`src/rtl/instr_compressor.sv`:
```
// Pair-based instruction compressor: holds one instruction and replaces a
// (held, incoming) pair found in the token table with a single token word.
module instr_compressor #(
  parameter int                      WIDTH        = 32,
  parameter int                      encodeLength = 4,
  parameter logic [encodeLength-1:0] OPcode       = 4'b1111,
  parameter int                      NPAIRS       = 16
) (
  input  logic                           clk,
  input  logic                           reset,
  input  logic                           in_valid,
  output logic                           in_ready,
  input  logic [WIDTH-1:0]               in_data,
  input  logic                           in_flush,
  input  logic                           wme,
  input  logic [$clog2(NPAIRS):0]        waddr,
  input  logic [WIDTH-1:0]               wdata,
  output logic                           out_valid,
  input  logic                           out_ready,
  output logic [WIDTH-1:0]               out_data,
  output logic                           out_is_token,
  output logic [15:0]                    tok_count,
  output logic                           err_opcode
);

  localparam int AW = $clog2(NPAIRS);
  localparam int LW = WIDTH - encodeLength;

  // Handshake: a word moves on either port only in a cycle where valid and
  // ready are both high at the rising edge; out_data/out_is_token are held
  // stable while out_valid is high and out_ready is low.

  typedef enum logic {HOLD_EMPTY, HOLD_FULL} hold_state_t;

  hold_state_t             state, state_n;
  logic [WIDTH-1:0]        hold_data;
  logic [WIDTH-1:0]        first  [NPAIRS];
  logic [WIDTH-1:0]        second [NPAIRS];
  logic [NPAIRS-1:0]       valid;
  logic [AW-1:0]           widx;
  logic                    load_ok;
  logic                    accept;
  logic                    match;
  logic [AW-1:0]           match_idx;
  logic [LW-1:0]           tok_low;
  logic                    hold_load;
  logic                    out_load;
  logic [WIDTH-1:0]        out_load_data;
  logic                    out_load_tok;

  assign widx     = waddr[AW:1];
  assign load_ok  = !out_valid || out_ready;
  assign in_ready = reset && !in_flush && (state == HOLD_EMPTY || load_ok);
  assign accept   = in_valid && in_ready;

  always_ff @(posedge clk) begin
    if (!reset) begin
      valid <= '0;
    end else if (wme) begin
      if (waddr[0]) begin
        second[widx] <= wdata;
        valid[widx]  <= 1'b1;
      end else begin
        first[widx]  <= wdata;
        valid[widx]  <= 1'b0;
      end
    end
  end

  // Descending scan so the lowest matching index is the one left standing.
  always_comb begin
    match     = 1'b0;
    match_idx = '0;
    for (int k = NPAIRS - 1; k >= 0; k--) begin
      if (valid[k] && first[k] == hold_data && second[k] == in_data) begin
        match     = 1'b1;
        match_idx = AW'(k);
      end
    end
    if (hold_data[WIDTH-1 -: encodeLength] == OPcode ||
        in_data[WIDTH-1 -: encodeLength] == OPcode) begin
      match = 1'b0;
    end
  end

  assign tok_low = LW'(match_idx) << 3;

  always_comb begin
    state_n       = state;
    hold_load     = 1'b0;
    out_load      = 1'b0;
    out_load_data = hold_data;
    out_load_tok  = 1'b0;
    case (state)
      HOLD_EMPTY: begin
        if (accept) begin
          hold_load = 1'b1;
          state_n   = HOLD_FULL;
        end
      end
      HOLD_FULL: begin
        if (accept) begin
          out_load = 1'b1;
          if (match) begin
            out_load_data = {OPcode, tok_low};
            out_load_tok  = 1'b1;
            state_n       = HOLD_EMPTY;
          end else begin
            hold_load = 1'b1;
          end
        end else if (in_flush && load_ok) begin
          out_load = 1'b1;
          state_n  = HOLD_EMPTY;
        end
      end
      default: state_n = HOLD_EMPTY;
    endcase
  end

  always_ff @(posedge clk) begin
    if (!reset) begin
      state        <= HOLD_EMPTY;
      hold_data    <= '0;
      out_valid    <= 1'b0;
      out_data     <= '0;
      out_is_token <= 1'b0;
      tok_count    <= '0;
      err_opcode   <= 1'b0;
    end else begin
      state <= state_n;
      if (hold_load) hold_data <= in_data;
      if (out_load) begin
        out_valid    <= 1'b1;
        out_data     <= out_load_data;
        out_is_token <= out_load_tok;
        if (out_load_tok && tok_count != 16'hFFFF) tok_count <= tok_count + 16'd1;
        if (!out_load_tok && out_load_data[WIDTH-1 -: encodeLength] == OPcode) begin
          err_opcode <= 1'b1;
        end
      end else if (out_ready) begin
        out_valid <= 1'b0;
      end
    end
  end

endmodule

```
`config.mk`:
```
export PLATFORM = sky130hd
export DESIGN_NAME = instr_compressor
export DESIGN_NICKNAME = d
export VERILOG_FILES = /design/src/rtl/instr_compressor.sv
export SDC_FILE = /design/constraint.sdc
export NUM_CORES = 2
export LEC_CHECK = 0
export BUFFER_PORTS_ARGS = -buffer_cell sky130_fd_sc_hd__buf_4
export CAP_MARGIN = 25
export CORE_MARGIN = 2
export CORE_UTILIZATION = 40
export CTS_CLUSTER_DIAMETER = 100
export DETAILED_ROUTE_END_ITERATION = 8
export PLACE_DENSITY = 0.64
export SLEW_MARGIN = 20
export SYNTH_ARGS = -nofsm -noshare
export SYNTH_HDL_FRONTEND = slang
export SYNTH_SLANG_ARGS = --single-unit
```
`constraint.sdc`:
```
create_clock -name clk -period 5 [get_ports clk]
set_input_delay 1 -clock clk [delete_from_list [all_inputs] [get_ports clk]]
set_output_delay 1 -clock clk [all_outputs]
set_load 0.01 [all_outputs]
```
==> impl_metrics.json <==
{
  "place_hpwl_mm": 139.1,
  "fmaxAchievable_ghz": 0.2203,
  "ios": 127,
  "gpl.final_weighted_congestion": 0.9790,
  "grt_first_pass_wirelength_mm": 309.1,
  "tightest_slew_ns": 1.156,
  "die_h_um": 363.5,
  "path_clk_slew_ns": 0.06,
  "setup_violations": 0,
  "layout_worst_path_cycle_share_pct": 90.80,
  "synth.distinct_cells": 69,
  "cts-hold-fix-buffers": 0,
  "initial_util_pct": 40.43,
  "num_vias": 39060,
  "violations": "DRC",
  "setup-tns-final_ns": 0,
  "outcome": "finished with violations",
  "filler_cell_count_in_the_final_layout": 11360,
  "design.final.nets": 4280,
  "synth_top_cell_by_area": "sky130_fd_sc_hd__edfxtp_1",
  "synth_seq_area_share_pct": 63.37,
  "timing.critical_path.slowest_cell_delay_ns": 1.03,
  "clk_latency_ns": 0.73,
  "grt.busiest_layer": "met2",
  "final_layout_size_suffix_gt1_share_pct": 12.31,
  "crit_chain": "buf_4 > xnor2_1 > nand4_1 > nor4_1 > nand4_1 > or4_1 > o2111a_1 > a41o_1 > buf_4 > o41ai_1 > a21oi_1",
  "design.core.area_sq_um": 127800,
  "detailedRoute.firstPassIterationCount": 9,
  "tritoncts.num_buffers": 117,
  "global_route.usage.total_pct": 34.56,
  "synth_async_sr_flop_share_pct": 0,
  "first_global_vias": 35690,
  "period_minus_slack_ns": 4.540,
  "net_count_of_the_mapped_netlist": 4052,
  "dr.first_iter.drc_count": 8350,
  "grt_util_met2_pct": 50.18,
  "postSynthAreaPerCell_sq_um": 13.00,
  "chipWidth_um": 363.5,
  "synthDominantCellAreaShare_pct": 59.49,
  "critical-path-top-delay-family": "simple AND/OR/NAND/NOR gates",
  "ys.warnings.count": 0,
  "rows": 131,
  "htreeDepth": 3,
  "cts.repair.resized": 0,
  "number_of_pins_with_negative_max_slew_slack_in_the_final_report": 0,
  "route.detailed.vias_per_inst": 6.537,
  "power_density_nw_per_um2": 359.0,
  "max_slew_margin_pct": 22.91,
  "synth-seq-cells": 1124,
  "placement.io_buffers": 126,
  "synth_cells": 3976,
  "final.hold.worst_slack_ns": 0.4503,
  "worst_ep_arrival_time_ns": 5.14,
  "antenna_found_initial": 20,
  "fp.dieArea_sq_um": 132100,
  "cts.repair_timing.setup_buffer_count": 0,
  "synth.cell_area_sq_um": 51690,
  "remaining_antenna_violation_count": 0,
  "grt_max_degree": 36,
  "endpoint_kind": "flip-flop",
  "slowest_stage": "sky130_fd_sc_hd__dfxtp_2",
  "hold_crit_class": "flip-flop to flip-flop",
  "cts.sinks": 1124,
  "tritoncts": "done",
  "crit_required_ns": 5.60,
  "areaGrowthSynthToFinish_pct": 14.97,
  "drc": 2,
  "critical_path_buf_inv_count": 2,
  "power_leakage_nw": 19.07,
  "unrepaired_setup_endpoints_after_global_routing": "no",
  "ir_worst_vdd_uv": 275.6,
  "synth.top_cells.by_area": "sky130_fd_sc_hd__edfxtp_1, sky130_fd_sc_hd__xnor2_1, sky130_fd_sc_hd__xor2_1",
  "timing.max_cap.violations": 0,
  "timing_worst_setup_path_type": "flip-flop to flip-flop",
  "average_wire_per_cell_in_the_routed_design_um": 38.92,
  "routed_wirelength_mm": 232.5,
  "clk_root_buffer_cell": "sky130_fd_sc_hd__clkbuf_16",
  "finClkSkew_ns": 0.02643,
  "number_of_enable_type_register_cells_in_the_synthesized_netlist": 1024,
  "dominant_synthesized_flop_cell": "sky130_fd_sc_hd__edfxtp_1",
  "timing.critical_path.fanout_max": 14,
  "met1_capacity_usage_during_global_routing_pct": 47.16,
  "grt.overflow.total": 0,
  "finalHoldViolCount": 0,
  "clk_path_buf_depth": 3,
  "globalRouteMet3Util_pct": 8.483,
  "worst_setup_path_start_kind": "flip-flop"
}
stage by stage:
| step | total power, mW | area, sq um | utilization, % | std cells | setup WS [ns] |
|---|---|---|---|---|---|
| floorplan | 11.37 | 51690 | - | 3976 | 1.037 |
| global placement | 12.48 | 55520 | 43.43 | 5745 | 0.2667 |
| detailed placement | 12.47 | 55540 | 43.44 | 5746 | 0.2541 |
| CTS | 21.21 | 59390 | 46.45 | 5967 | 0.6470 |
| global route | 21.65 | 59410 | 46.47 | 5968 | 0.3830 |
| finish | 21.33 | 59430 | 46.48 | 5974 | 0.4601 |
worst min-delay path: stages, from the launching register on:
cell and delay, ns:
sky130_fd_sc_hd__dfxtp_1 0.31, sky130_fd_sc_hd__nand2_1 0.05, sky130_fd_sc_hd__a21oi_1 0.05
cells in the final DEF, fill, tap and decap left out, types with 10 or more instances in the layout:
cell | synthesis | routed
sky130_fd_sc_hd__o22ai_1 | 17 | 17
sky130_fd_sc_hd__clkinv_2 | 0 | 11
sky130_fd_sc_hd__nand4b_1 | 17 | 17
sky130_fd_sc_hd__nor4b_1 | 19 | 19
sky130_fd_sc_hd__o2111ai_1 | 62 | 62
sky130_fd_sc_hd__o21ai_0 | 29 | 29
sky130_fd_sc_hd__a2111oi_0 | 10 | 10
sky130_fd_sc_hd__nor2_1 | 110 | 78
sky130_fd_sc_hd__nand2_1 | 169 | 168
sky130_fd_sc_hd__clkinv_1 | 1 | 22
sky130_fd_sc_hd__and4_1 | 11 | 11
sky130_fd_sc_hd__a21oi_1 | 47 | 47
sky130_fd_sc_hd__nor2_2 | 0 | 23
sky130_fd_sc_hd__xor2_1 | 303 | 303
sky130_fd_sc_hd__inv_1 | 91 | 91
sky130_fd_sc_hd__nor3_1 | 63 | 63
sky130_fd_sc_hd__and3_1 | 13 | 13
sky130_fd_sc_hd__or4_1 | 29 | 29
sky130_fd_sc_hd__bufinv_16 | 0 | 10
sky130_fd_sc_hd__xnor2_1 | 487 | 487
sky130_fd_sc_hd__edfxtp_1 | 1024 | 1024
sky130_fd_sc_hd__nor4_1 | 210 | 209
sky130_fd_sc_hd__dfxtp_2 | 0 | 30
sky130_fd_sc_hd__mux2i_1 | 46 | 46
sky130_fd_sc_hd__clkbuf_8 | 0 | 12
sky130_fd_sc_hd__nor2b_1 | 76 | 76
sky130_fd_sc_hd__buf_12 | 0 | 17
sky130_fd_sc_hd__clkbuf_16 | 0 | 122
sky130_fd_sc_hd__nand4_1 | 299 | 299
sky130_fd_sc_hd__nor3b_1 | 10 | 10
sky130_fd_sc_hd__buf_4 | 0 | 268
sky130_fd_sc_hd__nand2b_1 | 332 | 332
sky130_fd_sc_hd__clkbuf_1 | 68 | 38
sky130_fd_sc_hd__nand3_1 | 120 | 120
sky130_fd_sc_hd__dfxtp_1 | 100 | 68
final timing paths:
path,start,end,slack [ns],cells after the start
worst max register to register,hold_data[22],tok_count[5],0.46,11
worst min-delay path,out_data[21],out_data[21],0.45,2
worst max-delay path,hold_data[22],tok_count[5],0.46,11
worst min register to register,out_data[21],out_data[21],0.45,2
layer usage:
| layer | up-vias | share of wire (%) |
|---|---|---|
| li1 | 15330 | - |
| met1 | 19370 | 37 |
| met2 | 3612 | 42 |
| met3 | 748 | 14 |
| met4 | 2 | 7.1 |
| met5 | - | 0.0060 |
cell families (layout without fill, tap and decap cells):
group	count (synthesis)	in the layout	synth area share, %
flops	1124	1124	63.37
mux	46	46	0.8908
fa+ha+maj	1	1	0.02420
other cells	0	6	0
compound gates	229	229	3.205
xor+xnor	790	790	13.39
simple gates	1515	1515	16.98
buf+inv	271	601	2.145
area by class of cell:
cell class	count	area [sq um]	share of cell area, %
Clock inverter	49	493.0	0.8296
Sequential cell	1124	32800	55.19
Antenna cell	6	15.01	0.02527
Timing Repair Buffer	286	2367	3.984
Clock buffer	172	3361	5.655
Multi-Input combinational cell	2581	17960	30.22
Inverter	94	352.8	0.5937
Tap cell	1662	2079	3.499
where the power goes:
group | total, mW | switching, mW | internal (mW)
Clock | 8.95 | 3.80 | 5.14
Sequential | 10.5 | 0.183 | 10.3
Combinational | 1.88 | 1.40 | 0.476
Total | 21.3 | 5.39 | 15.9
sequential cells by signal, indices dropped and copies added, names as in the netlist, named ones only:
signal and count:
err_opcode 1, first 512, hold_data 32, out_data 32, out_is_token 1, out_valid 1, second 512, state 1
tok_count 16
synth_stat cells, types with 3 or more instances:
cell type / instances
sky130_fd_sc_hd__a21oi_1: 47
sky130_fd_sc_hd__or2_2: 9
sky130_fd_sc_hd__dfxtp_1: 100
sky130_fd_sc_hd__o22ai_1: 17
sky130_fd_sc_hd__and4b_1: 4
sky130_fd_sc_hd__a2111oi_0: 10
sky130_fd_sc_hd__o2111ai_1: 62
sky130_fd_sc_hd__a31oi_1: 4
sky130_fd_sc_hd__buf_2: 61
sky130_fd_sc_hd__buf_1: 46
sky130_fd_sc_hd__inv_1: 91
sky130_fd_sc_hd__o21ai_0: 29
sky130_fd_sc_hd__nand2_1: 169
sky130_fd_sc_hd__edfxtp_1: 1024
sky130_fd_sc_hd__nand3_1: 120
sky130_fd_sc_hd__and2_1: 3
sky130_fd_sc_hd__nor2_1: 110
sky130_fd_sc_hd__o2bb2ai_1: 6
sky130_fd_sc_hd__o31ai_1: 9
sky130_fd_sc_hd__a221o_1: 4
sky130_fd_sc_hd__nor3b_1: 10
sky130_fd_sc_hd__nand4_1: 299
sky130_fd_sc_hd__clkbuf_1: 68
sky130_fd_sc_hd__and3_1: 13
sky130_fd_sc_hd__nor4_1: 210
sky130_fd_sc_hd__xnor2_1: 487
sky130_fd_sc_hd__nand4b_1: 17
sky130_fd_sc_hd__o211ai_1: 8
sky130_fd_sc_hd__a221oi_1: 3
sky130_fd_sc_hd__xor2_1: 303
sky130_fd_sc_hd__nand3b_1: 6
sky130_fd_sc_hd__nor2b_1: 76
sky130_fd_sc_hd__mux2i_1: 46
sky130_fd_sc_hd__nand2b_1: 332
sky130_fd_sc_hd__o2111a_1: 3
sky130_fd_sc_hd__nor3_1: 63
sky130_fd_sc_hd__and4_1: 11
sky130_fd_sc_hd__a2bb2oi_1: 3
sky130_fd_sc_hd__a21o_1: 3
sky130_fd_sc_hd__or4_1: 29
sky130_fd_sc_hd__or3_1: 5
sky130_fd_sc_hd__nor4b_1: 19
sky130_fd_sc_hd__o221ai_1: 4
Power figures use the tool's default switching activity.
